## config.mk

```make
export PLATFORM = sky130hd
export DESIGN_NAME = vipmod_morph_sequencer
export DESIGN_NICKNAME = d
export VERILOG_FILES = /design/src/rtl/vipmod_morph_sequencer.sv
export SDC_FILE = /design/constraint.sdc
export NUM_CORES = 1
export LEC_CHECK = 0
export CORE_ASPECT_RATIO = 1.25
export CORE_MARGIN = 3
export CORE_UTILIZATION = 30
export DETAILED_ROUTE_END_ITERATION = 10
export PLACE_DENSITY = 0.48
export SYNTH_ARGS = -nofsm -noshare
export SYNTH_HDL_FRONTEND = slang
export SYNTH_SLANG_ARGS = --single-unit
```

## constraint.sdc

```tcl
create_clock -name clk -period 3.1 [get_ports clk]
set_clock_uncertainty 0.2 [all_clocks]
set_input_delay 0.465 -clock clk [delete_from_list [all_inputs] [get_ports clk]]
set_output_delay 0.465 -clock clk [all_outputs]
set_load 0.01 [all_outputs]
```

## src/rtl/vipmod_morph_sequencer.sv

```systemverilog
// Frame-synchronous op sequencer for a two-stage 3x3 binary morphology chain.
// Latches per-frame mode requests, commits them on vsync rise, checks geometry and paces frame_done.
module vipmod_morph_sequencer #(
    parameter int IMG_HDISP = 640,
    parameter int IMG_VDISP = 480,
    parameter int DRAIN_CYC = 8
) (
    input  logic        clk,
    input  logic        rst,
    input  logic        cfg_valid,
    output logic        cfg_ready,
    input  logic [2:0]  cfg_mode,
    input  logic        per_frame_vsync,
    input  logic        per_frame_href,
    input  logic        per_frame_clken,
    output logic [1:0]  stage1_op,
    output logic [1:0]  stage2_op,
    output logic [2:0]  active_mode,
    output logic        busy,
    output logic        frame_done,
    output logic        geom_err,
    output logic        cfg_err,
    output logic [15:0] frame_cnt
);

    localparam logic [9:0] HDISP      = 10'(IMG_HDISP);
    localparam logic [9:0] VDISP      = 10'(IMG_VDISP);
    localparam logic [9:0] CNT_MAX    = 10'h3FF;
    localparam logic [7:0] DRAIN_LAST = 8'(DRAIN_CYC - 1);

    typedef enum logic [1:0] {S_IDLE, S_ACTIVE, S_DRAIN} state_t;

    state_t      r_state;
    logic        r_vsync_d;
    logic        r_href_d;
    logic        r_pend_full;
    logic [2:0]  r_pend_mode;
    logic [1:0]  r_stage1_op;
    logic [1:0]  r_stage2_op;
    logic [2:0]  r_active_mode;
    logic        r_frame_done;
    logic        r_geom_err;
    logic        r_cfg_err;
    logic [15:0] r_frame_cnt;
    logic [7:0]  r_drain_cnt;
    logic [9:0]  r_pix_cnt;
    logic [9:0]  r_line_cnt;
    logic        r_line_err;

    // Packed {stage1_op, stage2_op} for each legal mode.
    function automatic logic [3:0] map_mode(input logic [2:0] mode);
        case (mode)
            3'd1:    map_mode = 4'b01_00;
            3'd2:    map_mode = 4'b10_00;
            3'd3:    map_mode = 4'b01_10;
            3'd4:    map_mode = 4'b10_01;
            default: map_mode = 4'b00_00;
        endcase
    endfunction

    logic       w_vs_rise;
    logic       w_vs_fall;
    logic       w_href_rise;
    logic       w_href_fall;
    logic       w_cfg_acc;
    logic       w_cfg_rsvd;
    logic       w_geom_en;
    logic       w_drain_tc;
    logic       w_start;
    logic [3:0] w_map;

    assign w_vs_rise   = per_frame_vsync & ~r_vsync_d;
    assign w_vs_fall   = ~per_frame_vsync & r_vsync_d;
    assign w_href_rise = per_frame_href & ~r_href_d;
    assign w_href_fall = ~per_frame_href & r_href_d;
    assign w_cfg_acc   = cfg_valid & ~r_pend_full;
    assign w_cfg_rsvd  = (cfg_mode > 3'd4);
    assign w_geom_en   = (r_state == S_ACTIVE) & per_frame_vsync;
    assign w_drain_tc  = (r_state == S_DRAIN) & (r_drain_cnt == DRAIN_LAST);
    assign w_start     = w_vs_rise & (r_state != S_ACTIVE);
    assign w_map       = map_mode(r_pend_mode);

    always_ff @(posedge clk) begin
        if (rst) begin
            r_state       <= S_IDLE;
            r_vsync_d     <= 1'b1;  // a frame already running at reset release must not look like a rise
            r_href_d      <= 1'b0;
            r_pend_full   <= 1'b0;
            r_pend_mode   <= 3'd0;
            r_stage1_op   <= 2'b00;
            r_stage2_op   <= 2'b00;
            r_active_mode <= 3'd0;
            r_frame_done  <= 1'b0;
            r_geom_err    <= 1'b0;
            r_cfg_err     <= 1'b0;
            r_frame_cnt   <= 16'd0;
            r_drain_cnt   <= 8'd0;
            r_pix_cnt     <= 10'd0;
            r_line_cnt    <= 10'd0;
            r_line_err    <= 1'b0;
        end else begin
            r_vsync_d    <= per_frame_vsync;
            r_href_d     <= per_frame_href;
            r_frame_done <= 1'b0;
            r_cfg_err    <= w_cfg_acc & w_cfg_rsvd;

            if (w_cfg_acc && !w_cfg_rsvd) begin
                r_pend_full <= 1'b1;
                r_pend_mode <= cfg_mode;
            end

            if (w_geom_en) begin
                if (w_href_rise)
                    r_pix_cnt <= {9'd0, per_frame_clken};
                else if (per_frame_href && per_frame_clken && r_pix_cnt != CNT_MAX)
                    r_pix_cnt <= r_pix_cnt + 10'd1;
                if (w_href_fall) begin
                    if (r_pix_cnt != HDISP)
                        r_line_err <= 1'b1;
                    if (r_line_cnt != CNT_MAX)
                        r_line_cnt <= r_line_cnt + 10'd1;
                end
            end

            case (r_state)
                S_IDLE: ;
                S_ACTIVE: begin
                    if (w_vs_fall) begin
                        r_geom_err  <= r_line_err | (r_line_cnt != VDISP);
                        r_drain_cnt <= 8'd0;
                        r_state     <= S_DRAIN;
                    end
                end
                S_DRAIN: begin
                    // An early vsync rise closes the draining frame in the same cycle.
                    if (w_vs_rise || w_drain_tc) begin
                        r_frame_done <= 1'b1;
                        r_frame_cnt  <= r_frame_cnt + 16'd1;
                    end
                    if (w_drain_tc)
                        r_state <= S_IDLE;
                    else
                        r_drain_cnt <= r_drain_cnt + 8'd1;
                end
                default: r_state <= S_IDLE;
            endcase

            if (w_start) begin
                r_state    <= S_ACTIVE;
                r_pix_cnt  <= 10'd0;
                r_line_cnt <= 10'd0;
                r_line_err <= 1'b0;
                if (r_pend_full) begin
                    r_stage1_op   <= w_map[3:2];
                    r_stage2_op   <= w_map[1:0];
                    r_active_mode <= r_pend_mode;
                    r_pend_full   <= 1'b0;
                end
            end
        end
    end

    assign cfg_ready   = ~r_pend_full;
    assign stage1_op   = r_stage1_op;
    assign stage2_op   = r_stage2_op;
    assign active_mode = r_active_mode;
    assign busy        = (r_state != S_IDLE);
    assign frame_done  = r_frame_done;
    assign geom_err    = r_geom_err;
    assign cfg_err     = r_cfg_err;
    assign frame_cnt   = r_frame_cnt;

endmodule

```

# Yosys cells after proc, flatten, opt, wreduce, memory -nomap -nowiden
# Index checks and enable logic that the tools add are counted.
# W data, S select, Z words.
classes:
  n_addsub: 4
  mul: 0
  div_mod_pow: 0
  n_lt_le_gt_ge: 1
  eq_ne: 18
  shift: 0
  muxes: 14
  n_bitwise: 17
  reduce_logical: 20
op_table:
  columns: ["op", "n"]
  rows:
  - ["$ne A10 B10 Y1 const B", 3]
  - ["$add A10 B1 Y10 const B", 2]
  - ["$mux W10", 2]
  - ["$add A16 B1 Y16 const B", 1]
  - ["$mux W8", 2]
  - ["$pmux W4 S4", 1]
  - ["$pmux W8 S2", 1]
  - ["$reduce_and A3 Y1", 5]
  - ["$ne A10 B9 Y1 const B", 1]
  - ["$and A1 B1 Y1", 9]
  - ["$add A8 B1 Y8 const B", 1]
  - ["$eq A8 B3 Y1 const B", 1]
  - ["$ne A2 B2 Y1 const B", 4]
  - ["$reduce_and A2 Y1", 4]
  - ["$not A1 Y1", 7]
  - ["$eq A3 B2 Y1 const B", 2]
  - ["$ne A3 B3 Y1 const B", 2]
  - ["$pmux W2 S3", 1]
  - ["$reduce_bool A2 Y1", 3]
  - ["$mux W1", 5]
  - ["$mux W2", 2]
  - ["$reduce_or A2 Y1", 2]
  - ["$eq A3 B1 Y1 const B", 1]
  - ["$eq A3 B3 Y1 const B", 1]
  - ["other kinds (9)", 11]
totals:
  register_bits: 63
  latch_bits: 0
  ramBits: 0
  rom_bits: 0
  output_inout_bits: 28
  memories: 0

# Longest topological paths before layout
# Gate-level depths: netlist of run 1.
logic_depth:
  ltp_word: 6
  depth_mapped: 7
  ltp_nobuf: 5

# Worst setup path before layout of run 1
# OpenSTA, ideal clock, no wires.
synth_timing:
  path_kind: "reg2reg"
  from: "reg r_drain_cnt[0]"
  to: "reg r_frame_cnt[11], in the netlist frame_cnt[11]"
  setup_ns: 0.070
  arrival_time_ns: 1.973
  required_ns: 2.830
  path_slack_ns: 0.857
  path_stages_with_launch: 7
  n_path_buf: 1
  path_cell_list: "dfxtp_1 > ha_1 > or4b_4 > o22a_4 > buf_6 > or4_1 > a21oi_1"
synth_via:
  elab_chain_cells: 4
synth_rtl:
  columns: ["item", "line", "rtl"]
  rows:
  - ["from (decl)", "45", "logic [7:0] r_drain_cnt;"]
  - ["from (signal assigned)", "143", "r_drain_cnt <= r_drain_cnt + 8'd1;"]
  - ["$eq A8 B3 Y1", "79", "assign w_drain_tc = (r_state == S_DRAIN) & (r_drain_cnt == DRAIN_LAST);"]
  - ["$and A1 B1 Y1", "79", null]
  - ["$logic_or A1 B1 Y1", "136", "if (w_vs_rise || w_drain_tc) begin"]
  - ["$reduce_and A2 Y1 (no line)", null, null]
  - ["to (signal assigned)", "138", "r_frame_cnt <= r_frame_cnt + 16'd1;"]
  - ["to (decl)", "44", "logic [15:0] r_frame_cnt;"]
# No other way between the ends.
# A chain may end at the register's enable or synchronous reset.

# Worst setup path in the final report of run 1
layout_timing:
  from: "reg r_drain_cnt[0]"
  to: "reg r_frame_cnt[6], in the netlist frame_cnt[6]"
# The elaborated chain is that of the path after synthesis.

==> results of run 1 <==
==> sequential cells by signal (all words and copies together), names as in the netlist <==
signal / flops
frame_cnt: 16
r_line_cnt: 10
r_pix_cnt: 10
r_drain_cnt: 8
active_mode: 3
r_pend_mode: 3
r_state: 2
stage1_op: 2
stage2_op: 2
cfg_err: 1
frame_done: 1
geom_err: 1
r_href_d: 1
r_line_err: 1
r_pend_full: 1
r_vsync_d: 1
==> metrics by stage <==
step,hold WS (ns),power (mW)
CTS,0.259,1.85
floorplan,0.238,0.895
detailed placement,0.251,0.936
global route,0.269,1.89
global placement,0.242,0.936
finish,0.252,1.82
==> power groups by stage <==
stage                     combinational, mW  clock (mW)  sequential, mW
after global routing                 0.0993       0.956           0.830
after detailed placement             0.0904           0           0.846
final                                0.0899       0.902           0.829
after CTS                            0.0908       0.932           0.828
after global placement               0.0903           0           0.846
after floorplan                      0.0539           0           0.841
==> per-layer routing <==
metal  track usage [%]  vias up  wire length, microns
met1              16.9     1388                  3640
met4              6.93        0                   196
li1                  -     1499                     -
met5                 0        -                     0
met3              2.65       15                   365
met2              23.1       68                  3720
==> final timing paths <==
path | startpoint | endpoint | slack [ns] | cells past startpoint
worst min-delay path | stage1_op[1]$_SDFFE_PP0P_ | stage1_op[1]$_SDFFE_PP0P_ | 0.25 | 2
worst max register to register | r_drain_cnt[0]$_SDFFE_PP0P_ | frame_cnt[6]$_SDFFE_PP0P_ | 0.68 | 5
worst max-delay path | r_drain_cnt[0]$_SDFFE_PP0P_ | frame_cnt[6]$_SDFFE_PP0P_ | 0.68 | 5
worst min register to register | stage1_op[1]$_SDFFE_PP0P_ | stage1_op[1]$_SDFFE_PP0P_ | 0.25 | 2
==> cell usage in the layout, fill, tap and decap left out, types with 9 or more instances in the layout <==
cell type,synthesis,layout
sky130_fd_sc_hd__a21oi_1,47,47
sky130_fd_sc_hd__clkbuf_16,0,9
sky130_fd_sc_hd__clkdlybuf4s50_1,0,36
sky130_fd_sc_hd__dfxtp_1,63,63
sky130_fd_sc_hd__inv_1,11,11
sky130_fd_sc_hd__nand2_1,30,30
sky130_fd_sc_hd__nand3_1,22,22
sky130_fd_sc_hd__nor2_1,17,17
sky130_fd_sc_hd__o21ai_0,18,18
sky130_fd_sc_hd__o31ai_1,16,16
sky130_fd_sc_hd__or3_1,13,13
sky130_fd_sc_hd__or4_1,13,13
==> cell families after synthesis <==
family / Yosys count / synth area share (%)
compound gates: 106 / 20.9
mux: 5 / 1.62
simple gates: 163 / 30.2
flops: 63 / 39.7
buf+inv: 35 / 4.38
xor+xnor: 3 / 0.828
fa+ha+maj: 6 / 2.36
==> final cells by class <==
| type | instances | area [sq um] |
|---|---|---|
| Fill cell | 1062 | 6300 |
| Inverter | 11 | 41.3 |
| Clock inverter | 1 | 5.00 |
| Clock buffer | 14 | 254 |
| Sequential cell | 63 | 1260 |
| Tap cell | 129 | 161 |
| Multi-Input combinational cell | 283 | 1770 |
| Timing Repair Buffer | 43 | 413 |
==> critical path, cell delays in order (launching register included) <==
cell and delay [ns]:
sky130_fd_sc_hd__dfxtp_1 0.41, sky130_fd_sc_hd__ha_1 0.20, sky130_fd_sc_hd__or4b_4 0.50, sky130_fd_sc_hd__o22a_4 0.35, sky130_fd_sc_hd__or4_1 0.53, sky130_fd_sc_hd__a21oi_1 0.15
==> impl_metrics.ini, run 1 <==
[status]
outcome = completed

[yosys]
yosys.cell_count.top_type = sky130_fd_sc_hd__dfxtp_1
mappedNetlistArea_sq_um = 3170
ys_seq_elements = 63
synth_enable_flop_cells = 0
syn_area_per_cell_sq_um = 8.33
synth-seq-area-share_pct = 39.7
synthesis.yosys.warnings = 0
postSynthNetCount = 396
main_synth_ff_type = sky130_fd_sc_hd__dfxtp_1
synthDistinctLibCells = 50
synthArstFlopShare_pct = 0
synth_top_cell_area_share_pct = 39.7
synthTopCellsByArea = sky130_fd_sc_hd__dfxtp_1 40%, sky130_fd_sc_hd__a21oi_1 7.4%, sky130_fd_sc_hd__o31ai_1 3.8%
netlist_instances = 381
synthDominantAreaCellType = sky130_fd_sc_hd__dfxtp_1
leading_post_synthesis_cells_by_instance_count = 63 x sky130_fd_sc_hd__dfxtp_1, 47 x sky130_fd_sc_hd__a21oi_1, 30 x sky130_fd_sc_hd__nand2_1

[routing]
drt_iter0_markers = 127
route.vias.total = 2970
detail-route-antenna-nets = 0
drt-wirelength-per-cell_microns = 14.6
post_drt_via_cell_ratio = 5.46
drt-pass1-iter-count = 4
wl_final_microns = 7920
drc_errors = 0

[min_path]
hold_class = reg2reg

[clock_network]
cts_hold_repair.buffers = 0
clock_latency_ns = 0.33
cts_resized = 0
number_of_buffers_added_for_setup_after_cts = 0
h_tree_levels = 3
ctsRootBufferMaster = sky130_fd_sc_hd__clkbuf_16
clockBufferDepth = 2
clock-sinks = 63
cts.reportedPaths.clkPinSlew_ns = 0.05
cts-buffers-inserted = 9
cts_tree = done

[power_and_ir_drop]
power.sequential.fraction_pct = 45.5
largest_voltage_drop_on_the_vdd_net_uv = 284
powerDensity_nw_per_um2 = 466
netSwitchingPower_mw = 0.408
share_of_power_burned_in_combinational_logic_pct = 4.9
cellLeakagePower_nw = 1.27
power_switching_share_pct = 22.4
internal_power_mw = 1.41
power_frac_clock_pct = 49.5

[floorplan]
floorplan.initialDensity_pct = 31.1
ios = 37
floorplan.rows = 41
core_region_area_sq_um = 10200
die-width_microns = 98.0
die_y_microns = 121
die_area_sq_um = 11900

[timing]
worst_slew_margin_rel_pct = 50.5
timing.final.max_slew_violations = 0
fmax_mhz = 413
final.setup.worst_slack_ns = 0.681
timing.final.setup_violations = 0
finalSetupTns_ns = 0
grt_setup_unrepaired = false
worst_max_slew_pin_slew_ns = 0.741
final_hold_viol_count = 0
period_share_pct = 78.0
fin_crit_ns = 2.42

[grt]
grt_antenna_before_repair = 0
gr-total-overflow = 0
global_route_wire_length_before_repair_microns = 13400
grt.total_usage_pct = 13.8
pin_count_of_the_biggest_net_entering_global_routing = 33
first_global_vias = 2805

[place]
dpl_worst_slack_ns = 0.463
place.detailed.hpwl_microns = 5430
finalWeightedCongestion = 0.763
placedCellCount = 529
post_dp_cell_area_sq_um = 3650
buffer_ports.inserted = 36

[final_layout]
nets = 426
instances_no_fill = 544
finalCoreUtilization_pct = 38.3
synthToLayoutAreaGrowth_pct = 23.2
antenna_cells_inserted = 0
post_route_cells_drive_above_1_share_pct = 6.75
stdcell_area_sq_um = 3910

[worst_setup_path]
criticalPathCategory = reg2reg
critical_path.max_fanout = 32
critPathLaunchType = register
timing.critical_path.arrival_ns = 2.48
worst-endpoint-required_ns = 3.16
setup.worst_path.end_class = register

[run]
timing.max_cap.violations = 0
(Power assumes the default switching activity.)
==> inputs of run 2 (changes only) <==
- PLACE_DENSITY: 0.48 -> 0.5
- clock period: 3.1 -> 1.9 ns (I/O delays scaled with it)
==> run 2 against run 1 <==
Net effect: the flow now finishes with violations (negative setup slack); total power increased by 77%; first-iteration DRC count rose by 22%; worst hold slack got worse by 0.046 ns; die area is the same; critical path type unchanged; largest power group unchanged.
==> impl_metrics.ini, run 2 (same netlist as run 1, synthesis figures left out) <==
[status]
outcome = finished with violations
failed_checks = negative setup slack

[worst_setup_path]
criticalPathCategory = reg2reg
critical_path.max_fanout = 7
timing.critical_path.arrival_ns = 2.18
worst-endpoint-required_ns = 1.97
setup.worst_path.end_class = register
critPathLaunchType = register

[clock_network]
h_tree_levels = 3
clock_latency_ns = 0.33
ctsRootBufferMaster = sky130_fd_sc_hd__clkbuf_16
cts.reportedPaths.clkPinSlew_ns = 0.06
cts_tree = done
clock-sinks = 63
cts-buffers-inserted = 9
clockBufferDepth = 2

[routing]
detail-route-antenna-nets = 0
drt-wirelength-per-cell_microns = 14.5
drt_iter0_markers = 155
routed-wl-met3_microns = 310
top_layer = met4
post_drt_via_cell_ratio = 5.30
drc_errors = 0
route.vias.total = 3220
wl_final_microns = 8810
drt-pass1-iter-count = 4
route.met2.wl_microns = 4360
detail_route.wirelength.met1_microns = 4020

[timing]
fmax_mhz = 474
hold_ws_ns = 0.207
worst_slew_margin_rel_pct = 74.3
timing.final.setup_violations = 22
final_hold_viol_count = 0
period_share_pct = 111
timing.final.max_slew_violations = 0
final.setup.worst_slack_ns = -0.212
fin_crit_ns = 2.11
grt_setup_unrepaired = true
finalSetupTns_ns = -3.52
worst_max_slew_pin_slew_ns = 0.381

[min_path]
hold_class = in2reg

[final_layout]
finalCoreUtilization_pct = 45.6
synthToLayoutAreaGrowth_pct = 46.7
layout_commonest_cell = sky130_fd_sc_hd__buf_4
num-fill-cells = 1030
post_route_cells_drive_above_1_share_pct = 28.5
instances_no_fill = 607
largest_register_ff_count = 16
nets = 487
mostFrequentLayoutCells = 58 x sky130_fd_sc_hd__buf_4, 53 x sky130_fd_sc_hd__dfxtp_1, 39 x sky130_fd_sc_hd__a21oi_1, 33 x sky130_fd_sc_hd__clkdlybuf4s50_1, 29 x sky130_fd_sc_hd__nand2_1
stdcell_area_sq_um = 4660

[grt]
grt.total_usage_pct = 14.9
global_route_wire_length_before_repair_microns = 14500
grt_antenna_before_repair = 1
pin_count_of_the_biggest_net_entering_global_routing = 15
gr-total-overflow = 0
first_global_vias = 3017

[power_and_ir_drop]
cellLeakagePower_nw = 1.64
post-layout-total-power_mw = 3.22
powerDensity_nw_per_um2 = 692
largest_voltage_drop_on_the_vdd_net_uv = 365

[floorplan]
die_area_sq_um = 11900
ios = 37
die-width_microns = 98.0
floorplan.rows = 41
floorplan.initialDensity_pct = 31.1
die_y_microns = 121
core_region_area_sq_um = 10200

[place]
post_dp_cell_area_sq_um = 4110
finalWeightedCongestion = 0.806
dpl_worst_slack_ns = -0.361
placedCellCount = 582
place.detailed.hpwl_microns = 6120
buffer_ports.inserted = 36

[run]
timing.max_cap.violations = 0
run 2: layout make-up:
type,instances,area [sq um],area share [%]
Timing Repair Buffer,102,891,19.1
Inverter,11,41.3,0.887
Clock buffer,13,260,5.59
Tap cell,129,161,3.47
Sequential cell,63,1280,27.5
Clock inverter,3,42.5,0.913
Multi-Input combinational cell,285,1980,42.5
Antenna cell,1,2.50,0.0537
run 2: critical path, stage by stage (launching register included):
cell                      delay [ns]
sky130_fd_sc_hd__dfxtp_4        0.36
sky130_fd_sc_hd__ha_4           0.13
sky130_fd_sc_hd__or4b_4         0.51
sky130_fd_sc_hd__o22a_4         0.25
sky130_fd_sc_hd__or4_4          0.49
sky130_fd_sc_hd__a21oi_2        0.12
run 2: final timing paths:
check	slack, ns	start	end	cells past startpoint
setup / recovery	-0.21	r_drain_cnt[1]$_SDFFE_PP0P_	frame_cnt[8]$_SDFFE_PP0P_	5
hold / removal	0.21	per_frame_href	r_href_d$_SDFF_PP0_	3
setup reg to reg	-0.21	r_drain_cnt[1]$_SDFFE_PP0P_	frame_cnt[8]$_SDFFE_PP0P_	5
hold reg to reg	0.25	stage1_op[0]$_SDFFE_PP0P_	stage1_op[0]$_SDFFE_PP0P_	2
run 2: routing by layer:
layer	vias up	global-route usage, %
li1	1635	-
met1	1530	18.3
met2	45	25.6
met3	10	2.99
met4	0	5.97
met5	-	0
run 2: what timing repair did:
item                                    CTS  global route
hold buffers                              0             0
resized for setup                        16            39
endpoints found under the setup margin   21            40
pin swaps                                10             9
gates cloned                              3             0
buffers inserted                          3             3
run 2: report_power, final:
part	internal (mW)	total (mW)	switching, mW
Combinational	0.0971	0.202	0.105
Clock	1.09	1.67	0.588
Sequential	1.33	1.35	0.0164
Total	2.51	3.22	0.710
